`config.mk`:
```
export PLATFORM = sky130hd
export DESIGN_NAME = seg7_scan_decoder
export DESIGN_NICKNAME = d
export VERILOG_FILES = /design/src/rtl/seg7_scan_decoder.sv
export SDC_FILE = /design/constraint.sdc
export NUM_CORES = 1
export LEC_CHECK = 0
export CAP_MARGIN = 20
export CORE_ASPECT_RATIO = 0.6
export CORE_MARGIN = 2
export CORE_UTILIZATION = 59
export DETAILED_ROUTE_END_ITERATION = 6
export PLACE_DENSITY = 0.87
export SYNTH_ARGS = -nofsm -noshare
export SYNTH_HDL_FRONTEND = slang
export SYNTH_SLANG_ARGS = --single-unit
```
`constraint.sdc`:
```
create_clock -name clk -period 6.6 [get_ports clk]
set_input_delay 1.32 -clock clk [delete_from_list [all_inputs] [get_ports clk]]
set_output_delay 1.32 -clock clk [all_outputs]
set_load 0.03 [all_outputs]
```
`src/rtl/seg7_scan_decoder.sv`:
```
// -----------------------------------------------------------------------------
// seg7_scan_decoder
//
// Recovers the hex value shown on a multiplexed, active-low 7-segment display
// by snooping its segment and anode lines. Each {anode, segment} sample is
// registered once. It must then stay unchanged for STABLE_CYCLES consecutive
// cycles before it is accepted as a digit. Accepted digits are decoded into a
// shadow frame. Once every digit position has been seen, the frame is handed
// to the consumer through a valid/ready output register. If the consumer
// still holds an unaccepted frame, the new frame is dropped and an overrun
// pulse is raised. Acquisition never stalls.
//
// Parameters
//   NUM_DIGITS     number of multiplexed digits
//   STABLE_CYCLES  consecutive identical samples needed for a capture (>= 1)
//
// Ports
//   clk            rising-edge clock
//   reset          asynchronous, active-high; clears all state
//   inp_seg        active-low segments, bit6 = g ... bit0 = a
//   inp_anode      active-low digit select, bit0 = least-significant digit
//   inp_ready      consumer accepts out_value
//   out_value      decoded frame, digit k in bits [4k+3:4k]
//   out_digit_err  per-digit invalid-pattern flags of the presented frame
//   out_valid      out_value / out_digit_err hold a frame
//   out_overrun    one-cycle pulse when a completed frame is dropped
// -----------------------------------------------------------------------------
module seg7_scan_decoder #(
   parameter int NUM_DIGITS    = 4,
   parameter int STABLE_CYCLES = 4
) (
   input  logic                    clk,
   input  logic                    reset,
   input  logic [6:0]              inp_seg,
   input  logic [NUM_DIGITS-1:0]   inp_anode,
   input  logic                    inp_ready,
   output logic [4*NUM_DIGITS-1:0] out_value,
   output logic [NUM_DIGITS-1:0]   out_digit_err,
   output logic                    out_valid,
   output logic                    out_overrun
);

   localparam int SAMP_W   = NUM_DIGITS + 7;
   localparam int STABLE_N = (STABLE_CYCLES < 1) ? 1 : STABLE_CYCLES;
   localparam int CNT_W    = $clog2(STABLE_N + 1);

   // The counter saturates at CNT_MAX. A capture fires on the single step
   // from CNT_ARM to CNT_MAX, so a long stable interval yields one capture.
   localparam logic [CNT_W-1:0] CNT_MAX = CNT_W'(STABLE_N);
   localparam logic [CNT_W-1:0] CNT_ARM = CNT_W'(STABLE_N - 1);

   typedef enum logic [0:0] {
      ST_ACQ = 1'b0,   // collecting digits into the shadow frame
      ST_OVR = 1'b1    // a completed frame was just dropped
   } state_t;

   // Returns {err, nibble}. Unknown patterns (including blank) give nibble 0.
   function automatic logic [4:0] decode_seg(input logic [6:0] seg);
      logic [4:0] res;
      case (seg)
         7'b1000000: res = {1'b0, 4'h0};
         7'b1111001: res = {1'b0, 4'h1};
         7'b0100100: res = {1'b0, 4'h2};
         7'b0110000: res = {1'b0, 4'h3};
         7'b0011001: res = {1'b0, 4'h4};
         7'b0010010: res = {1'b0, 4'h5};
         7'b0000010: res = {1'b0, 4'h6};
         7'b1111000: res = {1'b0, 4'h7};
         7'b0000000: res = {1'b0, 4'h8};
         7'b0010000: res = {1'b0, 4'h9};
         7'b0001000: res = {1'b0, 4'hA};
         7'b0000011: res = {1'b0, 4'hB};
         7'b0100111: res = {1'b0, 4'hC};
         7'b0100001: res = {1'b0, 4'hD};
         7'b0000110: res = {1'b0, 4'hE};
         7'b0001110: res = {1'b0, 4'hF};
         default:    res = {1'b1, 4'h0};
      endcase
      return res;
   endfunction

   // True when exactly one bit of the (active-high) select mask is set.
   function automatic logic is_onehot(input logic [NUM_DIGITS-1:0] sel);
      return (sel != '0) && ((sel & (sel - NUM_DIGITS'(1))) == '0);
   endfunction

   // ---------------------------------------------------------------------------
   // State
   // ---------------------------------------------------------------------------
   logic [SAMP_W-1:0]       samp_p0_q, samp_p0_d;   // registered input sample
   logic [SAMP_W-1:0]       samp_p1_q, samp_p1_d;   // previous registered sample
   logic [CNT_W-1:0]        cnt_q, cnt_d;
   logic [4*NUM_DIGITS-1:0] shadow_val_q, shadow_val_d;
   logic [NUM_DIGITS-1:0]   shadow_err_q, shadow_err_d;
   logic [NUM_DIGITS-1:0]   mask_q, mask_d;
   logic [4*NUM_DIGITS-1:0] out_value_q, out_value_d;
   logic [NUM_DIGITS-1:0]   out_err_q, out_err_d;
   logic                    out_valid_q, out_valid_d;
   state_t                  state_q, state_d;

   // ---------------------------------------------------------------------------
   // Combinational signals
   // ---------------------------------------------------------------------------
   logic [NUM_DIGITS-1:0] reg_anode;
   logic [6:0]            reg_seg;
   logic [NUM_DIGITS-1:0] sel_mask;
   logic                  sample_same;
   logic                  capture;
   logic [4:0]            dec;
   logic                  frame_done;
   logic                  frame_load;
   logic                  frame_drop;
   logic                  overrun;

   // ---------------------------------------------------------------------------
   // Stage p0/p1: input register and stability counter
   // ---------------------------------------------------------------------------
   always_comb begin
      samp_p0_d   = {inp_anode, inp_seg};
      samp_p1_d   = samp_p0_q;
      reg_anode   = samp_p0_q[SAMP_W-1:7];
      reg_seg     = samp_p0_q[6:0];
      sel_mask    = ~reg_anode;
      sample_same = (samp_p0_q == samp_p1_q);

      cnt_d = cnt_q;
      if (!sample_same) begin
         cnt_d = '0;
      end else if (cnt_q != CNT_MAX) begin
         cnt_d = cnt_q + CNT_W'(1);
      end

      // No capture for idle (no digit) or ghosting (several digits) selects.
      capture = sample_same && (cnt_q == CNT_ARM) && is_onehot(sel_mask);
      dec     = decode_seg(reg_seg);
   end

   // ---------------------------------------------------------------------------
   // Shadow frame and capture mask
   // ---------------------------------------------------------------------------
   always_comb begin
      shadow_val_d = shadow_val_q;
      shadow_err_d = shadow_err_q;
      for (int k = 0; k < NUM_DIGITS; k++) begin
         if (capture && sel_mask[k]) begin
            shadow_val_d[4*k +: 4] = dec[3:0];
            shadow_err_d[k]        = dec[4];
         end
      end

      // A completed frame always empties the mask, whether it is loaded or
      // dropped. A capture landing on that same edge already belongs to the
      // next frame.
      mask_d = frame_done ? '0 : mask_q;
      if (capture) begin
         mask_d = mask_d | sel_mask;
      end
   end

   // ---------------------------------------------------------------------------
   // FSM: next state
   // ---------------------------------------------------------------------------
   always_comb begin
      state_d = ST_ACQ;
      if (frame_drop) begin
         state_d = ST_OVR;
      end
   end

   // ---------------------------------------------------------------------------
   // FSM: outputs and frame hand-off decisions
   // ---------------------------------------------------------------------------
   always_comb begin
      frame_done = &mask_q;
      frame_load = frame_done && (!out_valid_q || inp_ready);
      frame_drop = frame_done && out_valid_q && !inp_ready;
      overrun    = (state_q == ST_OVR);
   end

   // ---------------------------------------------------------------------------
   // Output register
   // ---------------------------------------------------------------------------
   always_comb begin
      out_value_d = out_value_q;
      out_err_d   = out_err_q;
      out_valid_d = out_valid_q;
      if (frame_load) begin
         out_value_d = shadow_val_q;
         out_err_d   = shadow_err_q;
         out_valid_d = 1'b1;
      end else if (out_valid_q && inp_ready) begin
         out_valid_d = 1'b0;
      end
   end

   // ---------------------------------------------------------------------------
   // FSM: state register and all other flops
   // ---------------------------------------------------------------------------
   always_ff @(posedge clk or posedge reset) begin
      if (reset) begin
         samp_p0_q    <= '0;
         samp_p1_q    <= '0;
         cnt_q        <= '0;
         shadow_val_q <= '0;
         shadow_err_q <= '0;
         mask_q       <= '0;
         out_value_q  <= '0;
         out_err_q    <= '0;
         out_valid_q  <= 1'b0;
         state_q      <= ST_ACQ;
      end else begin
         samp_p0_q    <= samp_p0_d;
         samp_p1_q    <= samp_p1_d;
         cnt_q        <= cnt_d;
         shadow_val_q <= shadow_val_d;
         shadow_err_q <= shadow_err_d;
         mask_q       <= mask_d;
         out_value_q  <= out_value_d;
         out_err_q    <= out_err_d;
         out_valid_q  <= out_valid_d;
         state_q      <= state_d;
      end
   end

   assign out_value     = out_value_q;
   assign out_digit_err = out_err_q;
   assign out_valid     = out_valid_q;
   assign out_overrun   = overrun;

endmodule

```
==> flow_summary.yaml <==
timing:
  drv_slew: 0
  fin_crit_ns: 2.858
  hold_violations: 0
  tightest_slew_ns: 0.8520
  slew-limit-headroom: 0.4268
  clock_skew_ns: 0.008661
  worst_slack_ns: 3.742
  finalSetupTns_ns: 0
  rsz0062_at_grt: "false"
  fmax_mhz: 349.9
  setup_viol: 0
  period_share: 0.4330
global_routing:
  antenna_found_initial: 0
  overflow: 0
  grt_pass1_vias: 1824
  grt_max_degree: 72
  track_usage: 0.2235
  grt_pass1_wl_mm: 9.204
layout:
  layout_common_cells: "71 x dfrtp_1, 41 x mux2_2, 35 x clkdlybuf4s50_1"
  diodes: 0
  design_area_um2: 3627
  final_common_cell: "dfrtp_1"
  final-seq-area_um2: 1777
  nNetsFinal: 276
  multi_input_area_um2: 1124
  drive_gt1_frac: 0.2510
  syn2layout_area_growth_pct: 21.55
  nFillCells: 291
die:
  start_util: 0.6340
  die_area_um2: 5662
  rows: 19
  die_y_um: 59.09
  die_w_um: 95.82
  core_region_area_um2: 4707
  io_pins: 36
critical_path:
  worstPathMaxFanout: 14
  crit_chain: "clkdlybuf4s50_1, nand2b_1, nor2b_1, buf_4, mux2_2"
  slowest_stage: "nor2b_1"
  arrival_ns: 3.08
  path_buf_inv: 2
  cp_top_family: "buffers and inverters"
  startpoint_type: "primary input"
  endpoint_kind: "register"
  crit_required_ns: 6.82
  slowest_delay_ns: 0.46
  crit_type: "primary input to register"
power:
  irDropWorstVdd_uv: 146.9
  p_leak_nw: 1.691
  powerDensity_nw_per_um2: 251.3
place:
  pre_cts_ws_ns: 3.392
  dp_hpwl_mm: 3.737
  gp_congestion: 0.8112
  numPortBuffers: 35
  place_area_um2: 3382
job:
  maxCapViolations: 0
clock_tree:
  clk_path_buf_depth: 2
  clock-sinks: 71
  clk_pin_slew_worst_paths_ns: 0.07
  cts_resized: 0
  cts-root-buf: "clkbuf_8"
  cts_tree: "yes"
  hold_buffers: 0
  clkLatencyLatePin_ns: 0.34
  htreeDepth: 3
  post_cts_buffers: 0
  cts_buffers: 9
synth:
  synth_cell_types: 42
  syn_area_per_cell_um2: 13.50
  ys.flop_type: "dfrtp_1"
  yosysSeqAreaShare: 0.5954
  syn_nets: 238
  synth_edf_count: 0
  async_flop_share: 1.000
  synth_area_um2: 2984
  yosys_warnings: 0
  synth_cells: 221
  yosys_register_bits: 71
run_status:
  status: "finished, final reports clean"
detailed_routing:
  drt-pass1-iter-count: 4
  drt_iter0_markers: 122
  wl_mm: 5.565
  routedWlPerCell_um: 17.07
  dr_total_vias: 1872
  drtAntennaViolNets: 0
  drc: 0
  viasPerCell: 5.742
hold_path:
  hp-class: "register to register"
## synth_stat cells, types with 2 or more instances
library cell	instances	area, µm²
mux2_2	41	461.7
nor2_1	5	18.77
nor4bb_1	2	20.02
o21ai_0	2	10.01
nand2_1	11	41.29
a21oi_1	2	10.01
a21o_2	2	17.52
buf_1	2	7.510
ha_1	3	37.54
nand3_1	5	25.02
nor3_1	5	25.02
inv_1	10	37.54
xnor2_1	12	105.1
dfrtp_1	71	1777
nor2b_1	2	12.51
a21boi_0	2	15.01
nand4_1	6	37.54
nand2b_1	5	31.28
o211ai_1	3	22.52
nor4_4	2	42.54
nor4_1	2	12.51
clkbuf_1	6	22.52
## worst reg2reg max path, cell delays in order, from the launching register on
cell and delay (ns):
dfrtp_1 0.67, xnor2_1 0.20, nand4_1 0.17, or4_4 0.58
nor4b_4 0.53, mux2_2 0.41
## stage by stage
| stage | power [W] | hold slack (ns) | cells | util |
|---|---|---|---|---|
| 6_report | 0.0009116 | 0.4719 | 326 | 0.7706 |
| 5_1_grt | 0.0009430 | 0.4834 | 326 | 0.7706 |
| 4_1_cts | 0.0009193 | 0.4707 | 326 | 0.7706 |
| 3_5_place_dp | 0.0005010 | 0.4503 | 311 | 0.7185 |
| 3_3_place_gp | 0.0004996 | 0.4388 | 311 | 0.7185 |
| 2_1_floorplan | 0.0004859 | 0.3487 | 221 | - |
## path summary, 6_finish.rpt
path | to | start | depth (start not counted) | slack, ns
max | out_value[10]$_DFFE_PP0P_ | inp_ready | 5 | 3.74
min | samp_p1_q[8]$_DFF_PP0_ | samp_p0_q[8]$_DFF_PP0_ | 0 | 0.47
max reg2reg | shadow_err_q[2]$_DFFE_PP0P_ | samp_p0_q[1]$_DFF_PP0_ | 5 | 3.93
min reg2reg | samp_p1_q[8]$_DFF_PP0_ | samp_p0_q[8]$_DFF_PP0_ | 0 | 0.47
max in group asynchronous | shadow_val_q[14]$_DFFE_PP0P_ | reset | 3 | 4.48
min in group asynchronous | out_value[4]$_DFFE_PP0P_ | reset | 3 | 1.57
## layer usage
metal / global-route usage / vias to the layer above / part of all wire
li1: - / 862 / -
met1: 0.3259 / 934 / 0.47
met4: 0.06735 / 0 / 0.0036
met3: 0.06743 / 4 / 0.061
met5: 0 / - / 0
met2: 0.3277 / 72 / 0.47
## state kept, by name (all words and copies together) (netlist names)
register	cells
shadow_val_q	16
out_value	16
shadow_err_q	4
out_overrun	1
samp_p1_q	11
out_digit_err	4
mask_q	4
out_valid	1
samp_p0_q	11
cnt_q	3
## area by class of cell
class,instances,area share
sequential,71,0.4898
inverter,10,0.01035
multi-input combinational,130,0.3098
clock buffer,12,0.04277
clock inverter,3,0.02484
timing repair buffer,37,0.1007
tap,63,0.02173
## kinds of logic (layout without fill, tap and decap cells)
| logic type | count (synthesis) | after routing | share of synthesized area |
|---|---|---|---|
| flops | 71 | 71 | 0.5954 |
| xor+xnor | 13 | 13 | 0.04067 |
| simple gates | 52 | 52 | 0.1149 |
| buf+inv | 20 | 62 | 0.02809 |
| mux | 42 | 42 | 0.1581 |
| fa+ha+maj | 3 | 3 | 0.01258 |
| compound gates | 20 | 20 | 0.05032 |
## report_power, final
group / total (W) / internal, W / switching (W)
clock: 0.000419 / 0.000270 / 0.000149
combinational: 0.0000385 / 0.0000185 / 0.0000201
sequential: 0.000454 / 0.000442 / 0.0000127
Note: power is estimated with default switching activity, not from simulation.
